## src/rtl/mod_inverse_if.sv

```systemverilog
// Request/response bundle for the modular-inverse engine.
// The requester drives start/e/phi; the engine returns d/err with busy/finish status.
interface mod_inverse_if #(
    parameter int unsigned WIDTH = 8
);
    logic                 start;
    logic [WIDTH-1:0]     e;
    logic [2*WIDTH-1:0]   phi;
    logic [2*WIDTH-1:0]   d;
    logic                 err;
    logic                 busy;
    logic                 finish;

    modport master (
        output start, e, phi,
        input  d, err, busy, finish
    );

    modport slave (
        input  start, e, phi,
        output d, err, busy, finish
    );
endinterface

```

## src/rtl/mod_inverse.sv

```systemverilog
// Modular inverse d = e^-1 mod phi via extended Euclid.
// Each quotient comes from a bit-serial restoring divider.
module mod_inverse #(
    parameter int unsigned WIDTH = 8
) (
    input  logic         clk,
    input  logic         rst_n,
    mod_inverse_if.slave bus
);
    localparam int unsigned RW = 2 * WIDTH;
    localparam int unsigned TW = 2 * WIDTH + 2;
    localparam int unsigned CW = $clog2(RW) + 1;

    typedef enum logic [2:0] {
        IDLE,
        CHECK,
        DIV,
        UPDATE,
        FIX,
        DONE
    } state_e;

    state_e               state_q, state_d;
    logic [RW-1:0]        r0_q, r0_d;
    logic [RW-1:0]        r1_q, r1_d;
    logic [RW-1:0]        phi_q, phi_d;
    logic [RW-1:0]        quo_q, quo_d;
    logic [RW-1:0]        rem_q, rem_d;
    logic [RW-1:0]        d_q, d_d;
    logic signed [TW-1:0] t0_q, t0_d;
    logic signed [TW-1:0] t1_q, t1_d;
    logic [CW-1:0]        cnt_q, cnt_d;
    logic                 err_q, err_d;
    logic                 busy_q, busy_d;
    logic                 finish_q, finish_d;

    logic [RW:0]          trial_c;
    logic signed [TW-1:0] qt1_c;
    logic signed [TW-1:0] t0_fix_c;
    logic                 unused_c;

    // Product is truncated to TW bits; the true value always fits there.
    assign trial_c  = {rem_q, quo_q[RW-1]};
    assign qt1_c    = signed'(TW'(quo_q)) * t1_q;
    assign t0_fix_c = t0_q + signed'(TW'(phi_q));
    assign unused_c = ^{t0_fix_c[TW-1:RW], t0_q[TW-2:RW]};

    always_ff @(posedge clk or negedge rst_n) begin
        if (!rst_n) begin
            state_q  <= IDLE;
            r0_q     <= '0;
            r1_q     <= '0;
            phi_q    <= '0;
            quo_q    <= '0;
            rem_q    <= '0;
            d_q      <= '0;
            t0_q     <= '0;
            t1_q     <= '0;
            cnt_q    <= '0;
            err_q    <= 1'b0;
            busy_q   <= 1'b0;
            finish_q <= 1'b0;
        end else begin
            state_q  <= state_d;
            r0_q     <= r0_d;
            r1_q     <= r1_d;
            phi_q    <= phi_d;
            quo_q    <= quo_d;
            rem_q    <= rem_d;
            d_q      <= d_d;
            t0_q     <= t0_d;
            t1_q     <= t1_d;
            cnt_q    <= cnt_d;
            err_q    <= err_d;
            busy_q   <= busy_d;
            finish_q <= finish_d;
        end
    end

    always_comb begin
        state_d  = state_q;
        r0_d     = r0_q;
        r1_d     = r1_q;
        phi_d    = phi_q;
        quo_d    = quo_q;
        rem_d    = rem_q;
        d_d      = d_q;
        t0_d     = t0_q;
        t1_d     = t1_q;
        cnt_d    = cnt_q;
        err_d    = err_q;
        finish_d = 1'b0;

        case (state_q)
            IDLE: begin
                if (bus.start) begin
                    phi_d   = bus.phi;
                    r0_d    = bus.phi;
                    r1_d    = RW'(bus.e);
                    t0_d    = '0;
                    t1_d    = TW'(1);
                    state_d = CHECK;
                end
            end
            CHECK: begin
                if (r1_q == '0) begin
                    state_d = FIX;
                end else begin
                    cnt_d   = '0;
                    quo_d   = r0_q;
                    rem_d   = '0;
                    state_d = DIV;
                end
            end
            DIV: begin
                // quo_q shifts the dividend out and the quotient bits in
                if (trial_c >= {1'b0, r1_q}) begin
                    rem_d = RW'(trial_c - {1'b0, r1_q});
                    quo_d = {quo_q[RW-2:0], 1'b1};
                end else begin
                    rem_d = trial_c[RW-1:0];
                    quo_d = {quo_q[RW-2:0], 1'b0};
                end
                cnt_d = cnt_q + CW'(1);
                if (cnt_q == CW'(RW - 1)) begin
                    state_d = UPDATE;
                end
            end
            UPDATE: begin
                r0_d    = r1_q;
                r1_d    = rem_q;
                t0_d    = t1_q;
                t1_d    = t0_q - qt1_c;
                state_d = CHECK;
            end
            FIX: begin
                if (r0_q != RW'(1)) begin
                    err_d = 1'b1;
                    d_d   = '0;
                end else begin
                    err_d = 1'b0;
                    d_d   = t0_q[TW-1] ? t0_fix_c[RW-1:0] : t0_q[RW-1:0];
                end
                state_d = DONE;
            end
            DONE: begin
                finish_d = 1'b1;
                state_d  = IDLE;
            end
            default: state_d = IDLE;
        endcase

        busy_d = (state_d != IDLE) && (state_d != DONE);
    end

    assign bus.d      = d_q;
    assign bus.err    = err_q;
    assign bus.busy   = busy_q;
    assign bus.finish = finish_q;
endmodule
```

## src/flat_wrapper.sv

```systemverilog
// flat-port wrapper written by rule: the top's interface ports become plain ports
module mod_inverse_flat 
#(
    parameter int unsigned WIDTH = 8
)
  (clk, rst_n, bus_start, bus_e, bus_phi, bus_d, bus_err, bus_busy, bus_finish);
  mod_inverse_if #(.WIDTH(WIDTH)) bus_i ();
  input  logic clk;
  input  logic rst_n;
  input wire logic [$bits(bus_i.start)-1:0] bus_start;
  input wire logic [$bits(bus_i.e)-1:0] bus_e;
  input wire logic [$bits(bus_i.phi)-1:0] bus_phi;
  output wire logic [$bits(bus_i.d)-1:0] bus_d;
  output wire logic [$bits(bus_i.err)-1:0] bus_err;
  output wire logic [$bits(bus_i.busy)-1:0] bus_busy;
  output wire logic [$bits(bus_i.finish)-1:0] bus_finish;
  assign bus_i.start = bus_start;
  assign bus_i.e = bus_e;
  assign bus_i.phi = bus_phi;
  assign bus_d = bus_i.d;
  assign bus_err = bus_i.err;
  assign bus_busy = bus_i.busy;
  assign bus_finish = bus_i.finish;
  mod_inverse #(.WIDTH(WIDTH)) u_core (.clk(clk), .rst_n(rst_n), .bus(bus_i));
endmodule
```

## config.mk

```make
export PLATFORM = sky130hd
export DESIGN_NAME = mod_inverse_flat
export DESIGN_NICKNAME = d
export VERILOG_FILES = /design/src/rtl/mod_inverse_if.sv /design/src/rtl/mod_inverse.sv /design/src/flat_wrapper.sv
export SDC_FILE = /design/constraint.sdc
export NUM_CORES = 1
export LEC_CHECK = 0
export ABC_AREA = 0
export ABC_CLOCK_PERIOD_IN_PS = 6300
export BUFFER_PORTS_ARGS = -buffer_cell sky130_fd_sc_hd__buf_2
export CORE_MARGIN = 3
export CORE_UTILIZATION = 50
export CTS_BUF_LIST = sky130_fd_sc_hd__clkbuf_2 sky130_fd_sc_hd__clkbuf_4 sky130_fd_sc_hd__clkbuf_8
export DETAILED_ROUTE_END_ITERATION = 6
export PLACE_DENSITY = 0.67
export SYNTH_ARGS = -nofsm -noshare
export SYNTH_HDL_FRONTEND = slang
export SYNTH_SLANG_ARGS = --single-unit
```

## constraint.sdc

```tcl
create_clock -name clk -period 6.3 [get_ports clk]
set_input_delay 1.26 -clock clk [delete_from_list [all_inputs] [get_ports clk]]
set_output_delay 1.26 -clock clk [all_outputs]
set_load 0.005 [all_outputs]
```

==> qor.txt <==
MaxCap Viol Count: 0
Worst path max stage delay: 0.77 ns
DRT Wirelength: 31.9 mm
Seq/Total Area, Yosys: 27.4%
Area growth syn-to-layout: 6.73%
CTS H-tree lvls: 4
Clock sink total: 143
WL/cell: 18.2 microns
Hold_buf cts: 0
Iter 0 DRT Violations: 531
Initial Utilization: 51.4%
Max Freq: 0.174 GHz
Critical path cell sequence: nand2_1 > fa_1 > fa_1 > inv_1 > fa_1 > inv_1 > fa_1 > fa_1 > inv_1 > fa_1 > inv_1 > ha_1 > nor2b_1 > nor2_1 > a21oi_1 > nand2_1 > a311oi_1 > xnor2_1 > a22o_1
Syn Std Cell Area: 0.0130 sq mm
CP startpoint kind: flip-flop
Largest net degree at the start of global routing: 96
Final Wtd Congestion: 0.862
Worst R2R End: u_core.t1_q[17]
Inserted Diodes: 0
Die ar.: 0.0281 sq mm
Final min period: 5.75 ns
Warnings from Yosys: 0
Die Ht: 168 microns
Setup_tns: 0 ns
CTS tree: built
Gr usage total: 23.6%
Reg clk slew, reported paths: 0.09 ns
Cts bufs inserted: 17
Num ports: 46
Outcome: completed
R2R Path Start: u_core.quo_q[1]
Hold Crit Class: reg2reg
Post-DP HPWL: 24.0 mm
Clk root buf: clkbuf_8
Reg2Reg Depth: 19
Worst setup path endpoint: u_core.t1_q[17]
Synth area leader: dfrtp_1
Port-buffer cells: 45
Synthesized Nets: 1650
Commonest register cell after synthesis: dfrtp_1
Vias/cell: 5.50
EDFF count, synth: 0
Ys async rst share: 100%
Skew-Pair Late Insertion Delay: 0.48 ns
Post-CTS Resized: 0
CP dominant cell by count: fa_1
Fin worst setup slack: 0.553 ns
Crit. Startpoint: u_core.quo_q[1]
Syn_area_per_cell: 9.33 sq um
Synth top area cells: dfrtp_1, fa_1, ha_1, nand2_1, inv_1
Total grt overflow: 0
Reg-to-reg slack, setup: 0.55 ns
CP max stage cell: dfrtp_1
Width of the die: 168 microns
Hold Fails Final Rpt: 0
Number of global-route vias before repair: 9952
Post-Syn Instances: 1398
Critical path required time: 6.64 ns
Post-CTS setup buffer count: 0
Initial antenna violation count: 0
Flops & latches, synth: 143
Skew final: 0.0361 ns
CP Capture Type: flip-flop
Max FO, Critical Path: 19
Count leader, synth: nand2_1
Critical path class: reg2reg
Residual DRC: 0
Pre-antenna DRT Iters: 5
Slew @ Worst Pin: 0.947 ns
Share of cells above drive strength 1: 8.30%
Most instantiated cells after synthesis: nand2_1, inv_1, dfrtp_1, fa_1, ha_1
CTS max path bufs: 2
Pre-CTS WS: 0.571 ns
Distinct cells, synth: 61
Fin crit share: 91.2%
Final Net Count: 1660
Final setup fails: 0
Num rows: 58
Final Max Slew Viols: 0
Post-DRT Antenna Nets: 0
First-pass GRT wire length: 53.0 mm
CP arrival: 6.09 ns
Yosys top cell area share: 27.4%
Total number of vias: 9632
Worst slew margin relative to its limit: 36.9%
Core area: 0.0254 sq mm
RSZ-0062 raised after global routing: no
==> sequential cells by signal, summed over array words and instances (netlist names) <==
name               count
u_core.bus.busy        1
u_core.bus.d          16
u_core.bus.err         1
u_core.bus.finish      1
u_core.cnt_q           5
u_core.phi_q          16
u_core.quo_q          16
u_core.r0_q           16
u_core.r1_q           16
u_core.rem_q          16
u_core.state_q         3
u_core.t0_q           18
u_core.t1_q           18
==> layer usage <==
metal | wire [microns] | GRT usage [%] | vias up
met2 | 15300 | 38.9 | 231
met5 | 0 | 0 | -
met3 | 1810 | 4.63 | 36
li1 | - | - | 4562
met4 | 546 | 6.08 | 0
met1 | 14200 | 32.3 | 4803
==> layout by cell type, fill, tap and decap left out, types with 4 or more instances in the layout <==
cell type | synthesis | final
nand2_1 | 197 | 197
inv_1 | 196 | 196
dfrtp_1 | 143 | 143
fa_1 | 127 | 127
ha_1 | 98 | 98
and2_1 | 84 | 84
xnor2_1 | 54 | 54
nor2_1 | 52 | 51
a22o_1 | 45 | 45
buf_2 | 1 | 44
a21oi_1 | 41 | 41
mux2i_1 | 38 | 38
o21ai_0 | 37 | 37
o21ai_1 | 34 | 34
xor2_1 | 18 | 18
clkbuf_8 | 0 | 17
nor3_1 | 16 | 16
mux2_2 | 16 | 16
a22oi_1 | 16 | 16
a21o_1 | 13 | 13
nand3_1 | 13 | 13
buf_4 | 2 | 10
o21a_1 | 8 | 8
a31oi_1 | 8 | 8
nor2b_1 | 7 | 7
and3_1 | 7 | 7
nor4_1 | 6 | 6
nand2b_1 | 6 | 6
nand4_1 | 5 | 5
o31ai_1 | 4 | 4
or4_1 | 4 | 4
inv_6 | 0 | 4
==> cell type report <==
type                       count  area [sq um]
clock buffer                  17           234
clock inverter                15           155
fill                        2315         11500
inverter                     197           739
multi-input combinational    994          8500
sequential                   143          3580
tap                          330           413
timing repair buffer          55           307
==> cells by family after synthesis <==
family,Yosys count,share of synthesized area [%]
muxes,54,4.30
DFF,143,27.4
and+or+nand+nor,408,14.6
adders and majority gates,225,28.9
buffers and inverters,261,7.58
xor gates and xnor gates,72,4.83
AOI/OAI and AO/OA,235,12.4
==> worst min path at each step <==
stage,start,end,depth (start not counted)
after detailed placement,u_core.bus.d[9],u_core.bus.d[9],2
after floorplan,u_core.cnt_q[3],u_core.cnt_q[3],1
after CTS,u_core.cnt_q[3],u_core.cnt_q[3],1
after global routing,u_core.phi_q[14],u_core.phi_q[14],1
final,u_core.bus.d[9],u_core.bus.d[9],2
after global placement,u_core.bus.d[13],u_core.bus.d[13],1
==> per-stage QoR <==
step / cells / util, % / hold slack (ns) / cell area [sq um]
finish: 1751 / 54.8 / 0.486 / 13900
global placement: 1719 / 53.3 / 0.462 / 13500
floorplan: 1398 / - / 0.443 / 13000
global route: 1751 / 54.8 / 0.532 / 13900
CTS: 1751 / 54.8 / 0.489 / 13900
detailed placement: 1719 / 53.3 / 0.471 / 13500
==> worst max-delay path, delay by kind of cell, from the launching register on <==
kind	cells	cell delay, ns
adder cells (fa/ha/maj)	7	3.32
flip-flops	1	0.77
AO/OA/AOI/OAI	3	0.74
AND/OR/NAND/NOR	4	0.51
XOR/XNOR	1	0.10
buffers and inverters	4	0.19
Power is not shown: default switching activity piles up to over one toggle a cycle in this logic, so the estimate is an artifact.
